===== config.mk =====
export PLATFORM = sky130hd
export DESIGN_NAME = ciaa_kbd_sequencer
export DESIGN_NICKNAME = d
export VERILOG_FILES = /design/src/rtl/ciaa_kbd_sequencer_pkg.sv /design/src/rtl/ciaa_kbd_sequencer_fifo.sv /design/src/rtl/ciaa_kbd_sequencer.sv
export SDC_FILE = /design/constraint.sdc
export NUM_CORES = 1
export LEC_CHECK = 0
export BUFFER_PORTS_ARGS = -buffer_cell sky130_fd_sc_hd__buf_4
export CELL_PAD_IN_SITES_DETAIL_PLACEMENT = 0
export CELL_PAD_IN_SITES_GLOBAL_PLACEMENT = 1
export CORE_MARGIN = 4
export CORE_UTILIZATION = 35
export CTS_BUF_LIST = sky130_fd_sc_hd__clkbuf_16
export DETAILED_ROUTE_END_ITERATION = 7
export GPL_TIMING_DRIVEN = 0
export PLACE_DENSITY_LB_ADDON = 0.1
export SKIP_CTS_REPAIR_TIMING = 1
export SLEW_MARGIN = 20
export SYNTH_ARGS = -nofsm -noshare
export SYNTH_HDL_FRONTEND = slang
export SYNTH_SLANG_ARGS = --single-unit
export TNS_END_PERCENT = 5

===== constraint.sdc =====
create_clock -name clk -period 2.75 [get_ports clk]
set_clock_uncertainty 0.2 [all_clocks]
set_input_delay 0.4125 -clock clk [delete_from_list [all_inputs] [get_ports clk]]
set_output_delay 0.4125 -clock clk [all_outputs]
set_load 0.005 [all_outputs]

===== src/rtl/ciaa_kbd_sequencer_pkg.sv =====
// Shared codes, state/source enums and the Amiga on-wire byte encoding for the keyboard sequencer.
// Honours KBD_POWERUP_SEQ_EN: when defined, the state set includes the power-up marker state.
package ciaa_kbd_sequencer_pkg;

    localparam logic [7:0] KC_LOST_SYNC   = 8'hF9;
    localparam logic [7:0] KC_OVERFLOW    = 8'hFA;
    localparam logic [7:0] KC_PWRUP_START = 8'hFD;
    localparam logic [7:0] KC_PWRUP_END   = 8'hFE;

`ifdef KBD_POWERUP_SEQ_EN
    typedef enum logic [2:0] {
        ST_IDLE,
        ST_SEND,
        ST_WAIT_ACK,
        ST_RESYNC,
        ST_PWRUP
    } kbd_state_t;

    localparam kbd_state_t ST_RESET = ST_PWRUP;
`else
    typedef enum logic [2:0] {
        ST_IDLE,
        ST_SEND,
        ST_WAIT_ACK,
        ST_RESYNC
    } kbd_state_t;

    localparam kbd_state_t ST_RESET = ST_IDLE;
`endif

    // Where the byte currently on the wire came from, so the ack knows what to retire.
    typedef enum logic [1:0] {
        SRC_FIFO,
        SRC_OVF,
        SRC_PWRUP
    } kbd_src_t;

    // The keyboard shifts bit 6 first and bit 7 last, with active-low data.
    function automatic logic [7:0] wire_encode(input logic [7:0] b);
        return ~{b[6:0], b[7]};
    endfunction

endpackage


===== src/rtl/ciaa_kbd_sequencer_fifo.sv =====
// Small clk7_en-qualified event FIFO; a push into a full FIFO is accepted when a pop happens in the same cycle.
module kbd_event_fifo #(
    parameter int DEPTH = 8
) (
    input  logic                     clk,
    input  logic                     reset,
    input  logic                     clk7_en,
    input  logic                     push,
    input  logic [7:0]               push_data,
    input  logic                     pop,
    output logic [7:0]               head,
    output logic                     full,
    output logic                     empty,
    output logic [$clog2(DEPTH):0]   level
);

    localparam int AW = $clog2(DEPTH);
    localparam logic [AW:0] FULL_COUNT = (AW+1)'(DEPTH);

    logic [7:0]    mem [DEPTH];
    logic [AW-1:0] wr_ptr;
    logic [AW-1:0] rd_ptr;
    logic [AW:0]   count;
    logic          do_push;
    logic          do_pop;

    assign full    = (count == FULL_COUNT);
    assign empty   = (count == '0);
    assign level   = count;
    assign head    = mem[rd_ptr];
    assign do_pop  = pop && !empty;
    assign do_push = push && (!full || do_pop);

    always_ff @(posedge clk) begin
        if (clk7_en && !reset && do_push) begin
            mem[wr_ptr] <= push_data;
        end
    end

    // Pointers wrap naturally because DEPTH is a power of two.
    always_ff @(posedge clk) begin
        if (clk7_en) begin
            if (reset) begin
                wr_ptr <= '0;
                rd_ptr <= '0;
                count  <= '0;
            end else begin
                if (do_push) begin
                    wr_ptr <= wr_ptr + 1'b1;
                end
                if (do_pop) begin
                    rd_ptr <= rd_ptr + 1'b1;
                end
                case ({do_push, do_pop})
                    2'b10:   count <= count + 1'b1;
                    2'b01:   count <= count - 1'b1;
                    default: count <= count;
                endcase
            end
        end
    end

endmodule


===== src/rtl/ciaa_kbd_sequencer.sv =====
// Buffers raw key events and feeds them to the CIA-A SDR with the Amiga ack/timeout/lost-sync handshake.
// Define KBD_POWERUP_SEQ_EN to send the 0xFD/0xFE power-up markers after reset.
module ciaa_kbd_sequencer
    import ciaa_kbd_sequencer_pkg::*;
#(
    parameter int FIFO_DEPTH  = 8,
    parameter int TIMEOUT_CYC = 1015000
) (
    input  logic                          clk,
    input  logic                          reset,
    input  logic                          clk7_en,
    input  logic [7:0]                    keydat,
    input  logic                          keystrobe,
    output logic                          keyack,
    output logic [7:0]                    sp_dat,
    output logic                          sp_strobe,
    input  logic                          sp_ack,
    output logic [$clog2(FIFO_DEPTH):0]   fifo_level
);

    localparam logic [19:0] TIMEOUT_LAST = 20'(TIMEOUT_CYC - 1);

    kbd_state_t  state;
    kbd_state_t  next_state;
    kbd_src_t    src;
    kbd_src_t    load_src;
    logic [19:0] timer;
    logic        ovf_pend;

    logic        push;
    logic        drop;
    logic        fifo_pop;
    logic        fifo_full;
    logic        fifo_empty;
    logic [7:0]  fifo_head;

    logic        load_en;
    logic [7:0]  load_byte;
    logic        ovf_clear;
    logic        timer_clear;

`ifdef KBD_POWERUP_SEQ_EN
    logic [1:0]  pwr_idx;
    logic        pwr_adv;
`endif

    // keyack gates the next push so every accepted event gets exactly one ack pulse.
    assign push = keystrobe && !keyack;
    assign drop = push && fifo_full && !fifo_pop;

    kbd_event_fifo #(
        .DEPTH (FIFO_DEPTH)
    ) u_fifo (
        .clk       (clk),
        .reset     (reset),
        .clk7_en   (clk7_en),
        .push      (push),
        .push_data (keydat),
        .pop       (fifo_pop),
        .head      (fifo_head),
        .full      (fifo_full),
        .empty     (fifo_empty),
        .level     (fifo_level)
    );

    always_comb begin
        next_state  = state;
        load_en     = 1'b0;
        load_byte   = KC_LOST_SYNC;
        load_src    = src;
        fifo_pop    = 1'b0;
        ovf_clear   = 1'b0;
        timer_clear = 1'b0;
`ifdef KBD_POWERUP_SEQ_EN
        pwr_adv     = 1'b0;
`endif
        case (state)
            ST_IDLE: begin
                if (ovf_pend) begin
                    load_en    = 1'b1;
                    load_byte  = KC_OVERFLOW;
                    load_src   = SRC_OVF;
                    next_state = ST_SEND;
                end else if (!fifo_empty) begin
                    load_en    = 1'b1;
                    load_byte  = fifo_head;
                    load_src   = SRC_FIFO;
                    next_state = ST_SEND;
                end
            end
`ifdef KBD_POWERUP_SEQ_EN
            ST_PWRUP: begin
                load_en    = 1'b1;
                load_byte  = (pwr_idx == 2'd0) ? KC_PWRUP_START : KC_PWRUP_END;
                load_src   = SRC_PWRUP;
                next_state = ST_SEND;
            end
`endif
            ST_SEND: begin
                timer_clear = 1'b1;
                next_state  = ST_WAIT_ACK;
            end
            ST_WAIT_ACK: begin
                if (sp_ack) begin
                    next_state = ST_IDLE;
                    case (src)
                        SRC_FIFO: fifo_pop  = 1'b1;
                        SRC_OVF:  ovf_clear = 1'b1;
                        default: begin
`ifdef KBD_POWERUP_SEQ_EN
                            pwr_adv = 1'b1;
                            if (pwr_idx == 2'd0) begin
                                next_state = ST_PWRUP;
                            end
`endif
                        end
                    endcase
                end else if (timer == TIMEOUT_LAST) begin
                    load_en    = 1'b1;
                    next_state = ST_RESYNC;
                end
            end
            ST_RESYNC: begin
                // The 0xF9 strobe cycle behaves like SEND: restart the timer and ignore the ack line.
                if (sp_strobe) begin
                    timer_clear = 1'b1;
                end else if (sp_ack) begin
`ifdef KBD_POWERUP_SEQ_EN
                    next_state = (pwr_idx == 2'd2) ? ST_IDLE : ST_PWRUP;
`else
                    next_state = ST_IDLE;
`endif
                end else if (timer == TIMEOUT_LAST) begin
                    load_en = 1'b1;
                end
            end
            default: next_state = ST_RESET;
        endcase
    end

    always_ff @(posedge clk) begin
        if (clk7_en) begin
            if (reset) begin
                state     <= ST_RESET;
                src       <= SRC_FIFO;
                timer     <= '0;
                ovf_pend  <= 1'b0;
                keyack    <= 1'b0;
                sp_strobe <= 1'b0;
                sp_dat    <= 8'hFF;
            end else begin
                state     <= next_state;
                keyack    <= push;
                sp_strobe <= load_en;
                if (load_en) begin
                    sp_dat <= wire_encode(load_byte);
                    src    <= load_src;
                end
                if (timer_clear) begin
                    timer <= '0;
                end else if (state == ST_WAIT_ACK || state == ST_RESYNC) begin
                    timer <= timer + 1'b1;
                end
                if (drop) begin
                    ovf_pend <= 1'b1;
                end else if (ovf_clear) begin
                    ovf_pend <= 1'b0;
                end
            end
        end
    end

`ifdef KBD_POWERUP_SEQ_EN
    always_ff @(posedge clk) begin
        if (clk7_en) begin
            if (reset) begin
                pwr_idx <= 2'd0;
            end else if (pwr_adv) begin
                pwr_idx <= pwr_idx + 2'd1;
            end
        end
    end
`endif

endmodule


==> flow_metrics.py <==
metrics = {
    "finish": {
        "antenna_cells": 0,
        "area_delta_synth_final_pct": 15.54,
        "fill_cells": 1282,
        "drive_above_1_share_pct": 21.02,
        "nNetsFinal": 385,
        "fin_area_um2": 5664,
        "layout_commonest_cell": "edfxtp_1",
        "fin_cells": 547,
        "layout_common_cells": "edfxtp_1 (108), buf_4 (28), nor2_1 (25)",
    },
    "synth": {
        "ys_types": 48,
        "syn_inst": 327,
        "synth_flop_cell": "edfxtp_1",
        "ys_seq_elements": 111,
        "yosysTopAreaCell": "edfxtp_1",
        "syn_nets": 346,
        "syn_area_per_cell_um2": 14.99,
        "synth-warning-count": 0,
        "ys_top_cells_by_area": "edfxtp_1 (66%), mux4_2 (6.9%), nor2_1 (2.4%)",
        "synth_top_area_share_pct": 66.16,
        "seq_area_frac_synth_pct": 67.38,
        "synth-async-reset-ratio_pct": 0,
        "synth_edf_count": 108,
        "synth_area_um2": 4902,
    },
    "global_route": {
        "grt-busiest-layer": "met2",
        "overflow": 0,
        "met1_usage_pct": 18.08,
        "grt_start_max_net_pins": 21,
        "antenna_found_initial": 0,
        "track_usage_pct": 13.35,
        "grt_pass1_vias": 2799,
        "grt_pass1_wl_mm": 16.06,
        "grt_use_met2_pct": 21.14,
        "gr-usage-met3_pct": 3.951,
    },
    "die": {
        "die-area_um2": 15960,
        "die_x_um": 126.4,
        "core_um2": 13450,
        "ioPinCount": 27,
        "rows": 42,
        "start_util_pct": 36.44,
        "die_h_um": 126.4,
    },
    "run_status": {
        "outcome": "completed",
    },
    "power_and_ir_drop": {
        "clkPwrFrac_pct": 35.5,
        "p_sw_share_pct": 23.70,
        "powerDensity_nw_per_um2": 620.5,
        "pwr-share-seq_pct": 56.2,
        "switchingPower_uw": 832.9,
        "comb_power_share_pct": 8.3,
        "p_leak_uw": 0.001847,
        "ir_worst_vdd_v": 0.0004375,
        "cellInternalPower_uw": 2682,
    },
    "place": {
        "dp.cells": 531,
        "io_buffers": 26,
        "place_ws_ns": -0.3054,
        "place_congestion": 0.7285,
        "place_hpwl_mm": 6.798,
        "place_area_um2": 5343,
    },
    "timing": {
        "period_share_pct": 97.50,
        "setup_slack_ns": 0.06884,
        "clock.fmax_mhz": 373.0,
        "layout_min_cycle_time_ns": 2.681,
        "maxSlewHeadroom_pct": 38.04,
        "final-max-slew-violation-count": 0,
        "final-hold-violation-count": 0,
        "setup_violations": 0,
        "finalSetupTns_ns": 0,
        "tightest_slew_ns": 0.9294,
        "rsz0062_at_grt": "true",
    },
    "run": {
        "cap_violations": 0,
    },
    "routing": {
        "drt-total-wl_mm": 10.10,
        "routedWlPerCell_um": 18.46,
        "first_pass_iters": 4,
        "antenna_left": 0,
        "num_vias": 2818,
        "viasPerCell": 5.152,
        "drt_drc_violations_left": 0,
        "drt_iter0_markers": 211,
    },
    "critical_path": {
        "required_ns": 2.66,
        "cp-end-kind": "flip-flop",
        "critical_path_class": "reg2reg",
        "startpoint": "u_fifo.level[1]",
        "rrSetupSlack_ns": 0.07,
        "crit_end": "u_fifo.level[3]",
        "worstReg2RegStart": "u_fifo.level[1]",
        "critPathLaunchType": "flip-flop",
        "r2r_end": "u_fifo.level[3]",
        "worst_ep_arrival_time_ns": 2.59,
        "cp_max_fo": 6,
        "rr_worst_depth": 9,
    },
    "cts": {
        "cts_buffers": 9,
        "cts.sinks": 111,
        "cts_root_buf": "clkbuf_16",
        "clock_path_buffers": 2,
        "cts_tree": "yes",
        "clkTransAtPathRegs_ns": 0.08,
        "htreeDepth": 3,
        "worstSkewPairLatency_ns": 0.35,
    },
    "hold_path": {
        "hp-class": "in2reg",
    },
}
## cells in the mapped netlist, types with 2 or more instances
cell type and n:
a21oi_1 14, mux4_2 15, nand3_1 9, xnor2_1 11, edfxtp_1 108, nand4b_1 2
or4_1 4, and2_1 4, o31ai_1 2, nand2b_1 9, inv_1 9, mux2i_1 4
nor2_1 31, nand4_1 3, o21ai_0 7, mux2_2 5, and3_1 2, nor2b_1 7
o221ai_1 5, dfxtp_1 3, xor2_1 4, clkbuf_1 9, nor3_1 9, nor4_1 5
nand2_1 14, ha_1 5, or3_1 6
## worst max-delay path: stages (launching register included)
cell and delay [ns]:
edfxtp_1 0.51, nor4_4 0.42, nor2_1 0.11, nand2_1 0.13, inv_1 0.10, ha_1 0.28
a21o_1 0.17, a21oi_1 0.15, xnor3_1 0.21, and2_1 0.16
## through the flow
step	total power, uW	hold WS (ns)	util, %
after floorplan	2187	0.2811	-
after global placement	2299	0.3120	39.53
after detailed placement	2305	0.3093	39.71
after CTS	3563	0.07103	41.80
after global routing	3685	0.06518	42.10
final	3515	0.09041	42.10
## cell families after synthesis
family | count (synthesis) | share of synthesized area [%]
flops | 111 | 67.38
fa+ha+maj | 6 | 1.685
buf+inv | 21 | 1.633
mux | 24 | 8.856
compound gates | 37 | 4.926
simple gates | 112 | 12.38
xor+xnor | 16 | 3.139
## power groups by stage
stage	Combinational, uW	Clock, uW	Sequential [uW]
floorplan	189	0	2000
global placement	290	0	2010
detailed placement	295	0	2010
CTS	296	1290	1970
global route	332	1370	1980
finish	293	1250	1970
## sequential cells by signal (all words and copies together) (netlist names), named ones only
name	count
u_fifo.rd_ptr	3
ovf_pend	1
src	1
sp_strobe	1
u_fifo.level	4
u_fifo.wr_ptr	3
keyack	1
u_fifo.mem	64
timer	20
sp_dat	8
state	2
## layout make-up
| cell class | count | area [um^2] | area share [%] |
|---|---|---|---|
| plain buffers | 11 | 42.54 | 0.7510 |
| clock buffers | 9 | 225.2 | 3.976 |
| clock inverters | 7 | 55.05 | 0.9719 |
| inverters | 10 | 37.54 | 0.6627 |
| multi-input cells | 195 | 1570 | 27.72 |
| flip-flops and latches | 111 | 3303 | 58.32 |
| well taps | 176 | 220.2 | 3.888 |
| repair buffers | 28 | 210.2 | 3.711 |
## per-layer routing
layer | vias up | routed length (um)
li1 | 1338 | -
met1 | 1426 | 4716
met2 | 48 | 4934
met3 | 6 | 340
met4 | 0 | 106
met5 | - | 0
## how the worst min path moves through the flow
| stage | start | endpoint | slack (ns) | depth (start not counted) |
|---|---|---|---|---|
| after global routing | clk7_en | keyack | 0.07 | 1 |
| after CTS | clk7_en | keyack | 0.07 | 1 |
| after floorplan | u_fifo.rd_ptr[1] | flip-flop | 0.28 | 1 |
| final | keydat[5] | u_fifo.mem[0][5] | 0.09 | 1 |
| after detailed placement | u_fifo.rd_ptr[1] | flip-flop | 0.31 | 1 |
| after global placement | u_fifo.rd_ptr[1] | flip-flop | 0.31 | 1 |
Power figures use the tool's default switching activity.
